==> src/rtl/multicycle_main_control.sv <==
// Multicycle FETCH/DECODE/EXEC/MEM/WB control FSM with memory wait-state handshake,
// memory timeout abort and a retired-instruction counter. Define ILLEGAL_TRAP_EN to trap illegal opcodes.
module multicycle_main_control #(
  parameter int OP_W        = 4,
  parameter int CNT_W       = 16,
  parameter int MEM_TIMEOUT = 15
) (
  input  logic             clk,
  input  logic             rst,
  input  logic [OP_W-1:0]  op,
  input  logic             mem_ready,
  input  logic             trap_ack,
  output logic [9:0]       ctrl,
  output logic             ir_write,
  output logic             pc_write,
  output logic             pc_write_cond,
  output logic             mem_req,
  output logic             mem_we,
  output logic             mem_sel_data,
  output logic             reg_write,
  output logic [2:0]       state,
  output logic [CNT_W-1:0] retired,
  output logic             mem_err
);

  localparam int TO_W = (MEM_TIMEOUT < 2) ? 1 : $clog2(MEM_TIMEOUT + 1);

  typedef enum logic [2:0] {
    S_FETCH  = 3'd0,
    S_DECODE = 3'd1,
    S_EXEC   = 3'd2,
    S_MEM    = 3'd3,
    S_WB     = 3'd4,
    S_TRAP   = 3'd5
  } state_t;

  state_t           r_state;
  state_t           w_state_nxt;
  logic [9:0]       r_ctrl;
  logic [9:0]       w_ctrl_dec;
  logic [TO_W-1:0]  r_to_cnt;
  logic [CNT_W-1:0] r_retired;
  logic             r_mem_err;
  logic [OP_W-1:0]  w_op_hi;
  logic             w_illegal;
  logic             w_retire;
  logic             w_abort;
  logic             w_timeout;

  assign w_op_hi   = op >> 4;
  assign w_timeout = (r_to_cnt == TO_W'(MEM_TIMEOUT));

  // Illegal opcodes decode to an all-zero control word.
  always_comb begin
    w_ctrl_dec = '0;
    w_illegal  = 1'b0;
    if (w_op_hi != '0) begin
      w_illegal = 1'b1;
    end else begin
      case (op[3:0])
        4'h0:    w_ctrl_dec = 10'b1001000010;
        4'h1:    w_ctrl_dec = 10'b1001000110;
        4'h2:    w_ctrl_dec = 10'b1001000000;
        4'h3:    w_ctrl_dec = 10'b1001000001;
        4'h4:    w_ctrl_dec = 10'b0101000010;
        4'h5:    w_ctrl_dec = 10'b0111000010;
        4'h6:    w_ctrl_dec = 10'b0100100010;
        4'h7:    w_ctrl_dec = 10'b1001000111;
        4'h8:    w_ctrl_dec = 10'b0000001110;
        4'h9:    w_ctrl_dec = 10'b0000010110;
        default: w_illegal  = 1'b1;
      endcase
    end
  end

`ifndef ILLEGAL_TRAP_EN
  logic w_unused;
  assign w_unused = trap_ack ^ w_illegal;
`endif

  always_comb begin
    w_state_nxt   = r_state;
    ir_write      = 1'b0;
    pc_write      = 1'b0;
    pc_write_cond = 1'b0;
    mem_req       = 1'b0;
    mem_we        = 1'b0;
    mem_sel_data  = 1'b0;
    reg_write     = 1'b0;
    w_retire      = 1'b0;
    w_abort       = 1'b0;
    if (!rst) begin
      case (r_state)
        S_FETCH: begin
          // On the timeout cycle the request survives only if ready arrives with it.
          mem_req = !w_timeout || mem_ready;
          if (mem_ready) begin
            ir_write    = 1'b1;
            pc_write    = 1'b1;
            w_state_nxt = S_DECODE;
          end else if (w_timeout) begin
            w_abort = 1'b1;
          end
        end
        S_DECODE: begin
          w_state_nxt = S_EXEC;
`ifdef ILLEGAL_TRAP_EN
          if (w_illegal) w_state_nxt = S_TRAP;
`endif
        end
        S_EXEC: begin
          if (r_ctrl[7] || r_ctrl[5]) begin
            w_state_nxt = S_MEM;
          end else if (r_ctrl[4] || r_ctrl[3]) begin
            pc_write_cond = 1'b1;
            w_retire      = 1'b1;
            w_state_nxt   = S_FETCH;
          end else if (r_ctrl[6]) begin
            w_state_nxt = S_WB;
          end else begin
            w_retire    = 1'b1;
            w_state_nxt = S_FETCH;
          end
        end
        S_MEM: begin
          mem_req      = !w_timeout || mem_ready;
          mem_sel_data = 1'b1;
          mem_we       = mem_req && r_ctrl[5];
          if (mem_ready) begin
            if (r_ctrl[7]) begin
              w_state_nxt = S_WB;
            end else begin
              w_retire    = 1'b1;
              w_state_nxt = S_FETCH;
            end
          end else if (w_timeout) begin
            w_abort = 1'b1;
          end
        end
        S_WB: begin
          reg_write   = 1'b1;
          w_retire    = 1'b1;
          w_state_nxt = S_FETCH;
        end
        S_TRAP: begin
`ifdef ILLEGAL_TRAP_EN
          if (trap_ack) w_state_nxt = S_FETCH;
`else
          w_state_nxt = S_FETCH;
`endif
        end
        default: w_state_nxt = S_FETCH;
      endcase
      if (w_abort) w_state_nxt = S_FETCH;
    end
  end

  always_ff @(posedge clk or posedge rst) begin
    if (rst) begin
      r_state   <= S_FETCH;
      r_ctrl    <= '0;
      r_to_cnt  <= '0;
      r_retired <= '0;
      r_mem_err <= 1'b0;
    end else begin
      r_state <= w_state_nxt;
      if (r_state == S_DECODE) r_ctrl <= w_ctrl_dec;
      // An abort re-enters FETCH from FETCH, so it must clear the counter explicitly.
      if ((w_state_nxt != r_state) || w_abort) begin
        r_to_cnt <= '0;
      end else if (mem_req && !mem_ready) begin
        r_to_cnt <= r_to_cnt + 1'b1;
      end
      if (w_retire) r_retired <= r_retired + 1'b1;
      if (w_abort) r_mem_err <= 1'b1;
    end
  end

  assign ctrl    = r_ctrl;
  assign state   = r_state;
  assign retired = r_retired;
  assign mem_err = r_mem_err;

endmodule

==> config.mk <==
export PLATFORM = sky130hd
export DESIGN_NAME = multicycle_main_control
export DESIGN_NICKNAME = d
export VERILOG_FILES = /design/src/rtl/multicycle_main_control.sv
export SDC_FILE = /design/constraint.sdc
export NUM_CORES = 1
export LEC_CHECK = 0
export CORE_ASPECT_RATIO = 0.75
export CORE_MARGIN = 4
export CORE_UTILIZATION = 24
export CTS_CLUSTER_SIZE = 40
export DETAILED_ROUTE_END_ITERATION = 16
export GPL_TIMING_DRIVEN = 0
export MAX_ROUTING_LAYER = met4
export PLACE_DENSITY = 0.49
export SLEW_MARGIN = 30
export SYNTH_ARGS = -nofsm -noshare
export SYNTH_HDL_FRONTEND = slang
export SYNTH_SLANG_ARGS = --single-unit
==> constraint.sdc <==
create_clock -name clk -period 4.9 [get_ports clk]
set_input_delay 1.225 -clock clk [delete_from_list [all_inputs] [get_ports clk]]
set_output_delay 1.225 -clock clk [all_outputs]
set_load 0.005 [all_outputs]
==> metrics.md <==
| Metric | Value |
|---|---|
| Final worst setup slack | 1117 ps |
| Initial antenna violation count | 0 |
| Drt total wl | 4664 um |
| DP HPWL | 3463 um |
| Critical-path cell list | buf_2, nor2_2, and3_1, buf_4, clkdlybuf4s50_1 |
| Post-synthesis cell count | 186 |
| Max Cap Viol | 0 |
| Arr. time, crit path | 2560 ps |
| Setup Fix Bufs, Post-CTS | 0 |
| DRC errors left | 0 |
| Row cnt | 27 |
| # hold bufs at CTS | 0 |
| Global-route wire length before repair | 7700 um |
| CP Max Fanout | 10 |
| Die ar. | 0.009228 mm2 |
| Crit-path max cell delay | 480 ps |
| Worst setup path startpoint | rst |
| Worst skew pair latency | 280 ps |
| Drt pass-1 iters | 4 |
| Post-Syn Nets | 196 |
| Pre-CTS setup slack | 1114 ps |
| CP required | 3670 ps |
| Termination of the worst setup path | pc_write |
| Static leakage | 0.001053 uW |
| Reg-to-reg setup timing slack | 2910 ps |
| Synth cell types | 45 |
| Die width | 109.6 um |
| DR vias | 1545 |
| Crit path buf inv count | 3 |
| Post-CTS Resized | 0 |
| Clock slew at reported path FFs | 70 ps |
| Dominant cell type by area after synthesis | dfrtp_1 |
| Worst R2R Start | state[0] |
| Slew HR | 60.20% |
| CP Launch Type | primary input |
| IO Pins | 45 |
| Final nets | 245 |
| Antenna diode count | 0 |
| Syn avg cell area | 9.989 um2 |
| Fin util | 33.97% |
| Sequential area share after synthesis | 45.79% |
| Critical R2R Capture | retired[15] |
| CP Capture Type | primary output |
| ANT nets after route | 0 |
| Least-Margin Pin Slew | 595.2 ps |
| Maximum clock frequency | 0.2643 GHz |
| Depth of the most critical reg-to-reg path | 5 |
| Total power | 1211 uW |
| Max-slew violations | 0 |
| Area delta synth->final | 35.89% |
| #FFs+latches synth | 34 |
| Slowest stage cell on the critical path | clkdlybuf4s50_1 |
| Status | completed |
| Drt wl/cell | 13.84 um |
| Root Driver | clkbuf_8 |
| Syn Std Cell Area | 0.001858 mm2 |
| Routability cong. | 0.7848 |
| Ratio of cells with drive above 1 in the final layout | 10.59% |
| H-Tree Depth | 2 |
| Die Y | 84.20 um |
| Synth top area cells | dfrtp_1 46%, xnor2_1 5.7%, nand2_1 3.8% |
| CTS tree | yes |
| Vias in the first global route | 1483 |
| Syn. warnings | 0 |
| First-iteration detailed-routing DRC count | 42 |
| Final Critical Period | 3783 ps |
| Maximum VDD drop | 0.1542 mV |
| RSZ-0062 raised after global routing | false |
| Crit path kind | in -> out |
| Clk buf depth | 2 |
| Worst path depth | 5 |
| Setup_tns | 0 ps |
| Largest delay share family, worst path | buffers and inverters |
| Worst Hold Class | reg -> reg |
| GRT Resource Usage Total | 11.02% |
| Port bufs | 41 |
| Synth top area share | 45.79% |
| Gr ovfl total | 0 |
| Floorplan core area | 0.007432 mm2 |
| Part of the cycle the worst path needs | 77.20% |
| Final hold vios | 0 |
| Power per cell area | 479.8 mW/mm2 |
| Largest net degree at the start of global routing | 27 |
| Clock sinks | 34 |
| Initial cell density of the core | 25.00% |
| DR vias/cell | 4.585 |
| Final setup viols | 0 |
| Clk_skew | 8.235 ps |
| Num CTS Buffers | 5 |
## synth_stat cells, drive strengths merged
cell type  number
a32oi           1
nor2            7
o21bai          1
dfrtp          34
or4b            1
o2111ai         5
a2111oi         1
clkbuf          5
o22ai           2
xor2            6
nor4            3
a211o           1
a21o            3
or2             1
nand3b          2
nor3            7
mux2i           2
o211a           1
buf             5
nor4b           3
o31ai           4
nand2b          4
o32ai           1
a21oi           3
nand3           6
or3             1
nor2b           3
nand2          19
o41ai           2
nand4           4
xnor2          12
nor3b           4
ha              2
a211oi          4
o21ai          10
and3            4
a31oi           3
inv             7
a31o            1
mux2            1
## per-layer routing
metal  track usage [%]  part of all wire [%]  vias to the layer above
li1                  -                     -                      780
met1             17.18                    54                      717
met2             12.91                    38                       43
met3             4.074                   7.6                        5
met4             2.718                  0.86                        0
met5                 -                     0                        -
## how the worst min path moves through the flow
| stage | from | end | slack, ps | cells after the start |
|---|---|---|---|---|
| after floorplan | mem_err | mem_err | 470 | 1 |
| after global placement | mem_err | mem_err | 470 | 1 |
| after detailed placement | mem_err | mem_err | 470 | 1 |
| after CTS | retired[15] | retired[15] | 480 | 1 |
| after global routing | ctrl[9] | ctrl[9] | 520 | 1 |
| final | mem_err | mem_err | 480 | 1 |
## report_power, final
group | switching, uW | internal (uW)
registers | 75.3 | 347
clock network | 105 | 142
logic | 269 | 273
total | 449 | 762
## logic make-up after synthesis
group / synth area share [%]
and+or+nand+nor: 21.68
AOI/OAI and AO/OA: 16.63
DFF: 45.79
xor gates and xnor gates: 8.485
buffers and inverters: 4.377
muxes: 1.684
adders and majority gates: 1.347
## registers in the layout (all words and copies together), names as in the netlist
| register | flops |
|---|---|
| retired | 16 |
| ctrl | 10 |
| r_to_cnt | 4 |
| state | 3 |
| mem_err | 1 |
## cells in the final DEF (no fill, tap or decap), types with 5 or more instances in the layout
cell | Yosys | layout
nand2_1 | 19 | 19
nor2_1 | 6 | 6
xor2_1 | 6 | 6
clkdlybuf4s50_1 | 0 | 41
clkbuf_1 | 5 | 5
xnor2_1 | 12 | 12
inv_1 | 7 | 6
dfrtp_1 | 34 | 34
o2111ai_1 | 5 | 5
clkbuf_8 | 0 | 8
nor3_1 | 7 | 7
nand3_1 | 6 | 6
o21ai_0 | 10 | 10
## per-stage QoR
step	hold WS [ps]	cells	instance area (um2)
4_1_cts	484.4	337	2525
3_5_place_dp	465.1	329	2415
2_1_floorplan	467.8	186	1858
3_3_place_gp	467.1	328	2395
6_report	481.7	337	2525
5_1_grt	520.9	337	2525
## area by class of cell
cell class	count	area, um2
sequential	34	850.8
fill	793	4907
inverter	7	26.28
multi-input combinational	135	925.9
timing repair buffer	42	430.4
tap	101	126.4
buffer	10	55.05
clock buffer	8	110.1
Power figures use the tool's default switching activity.
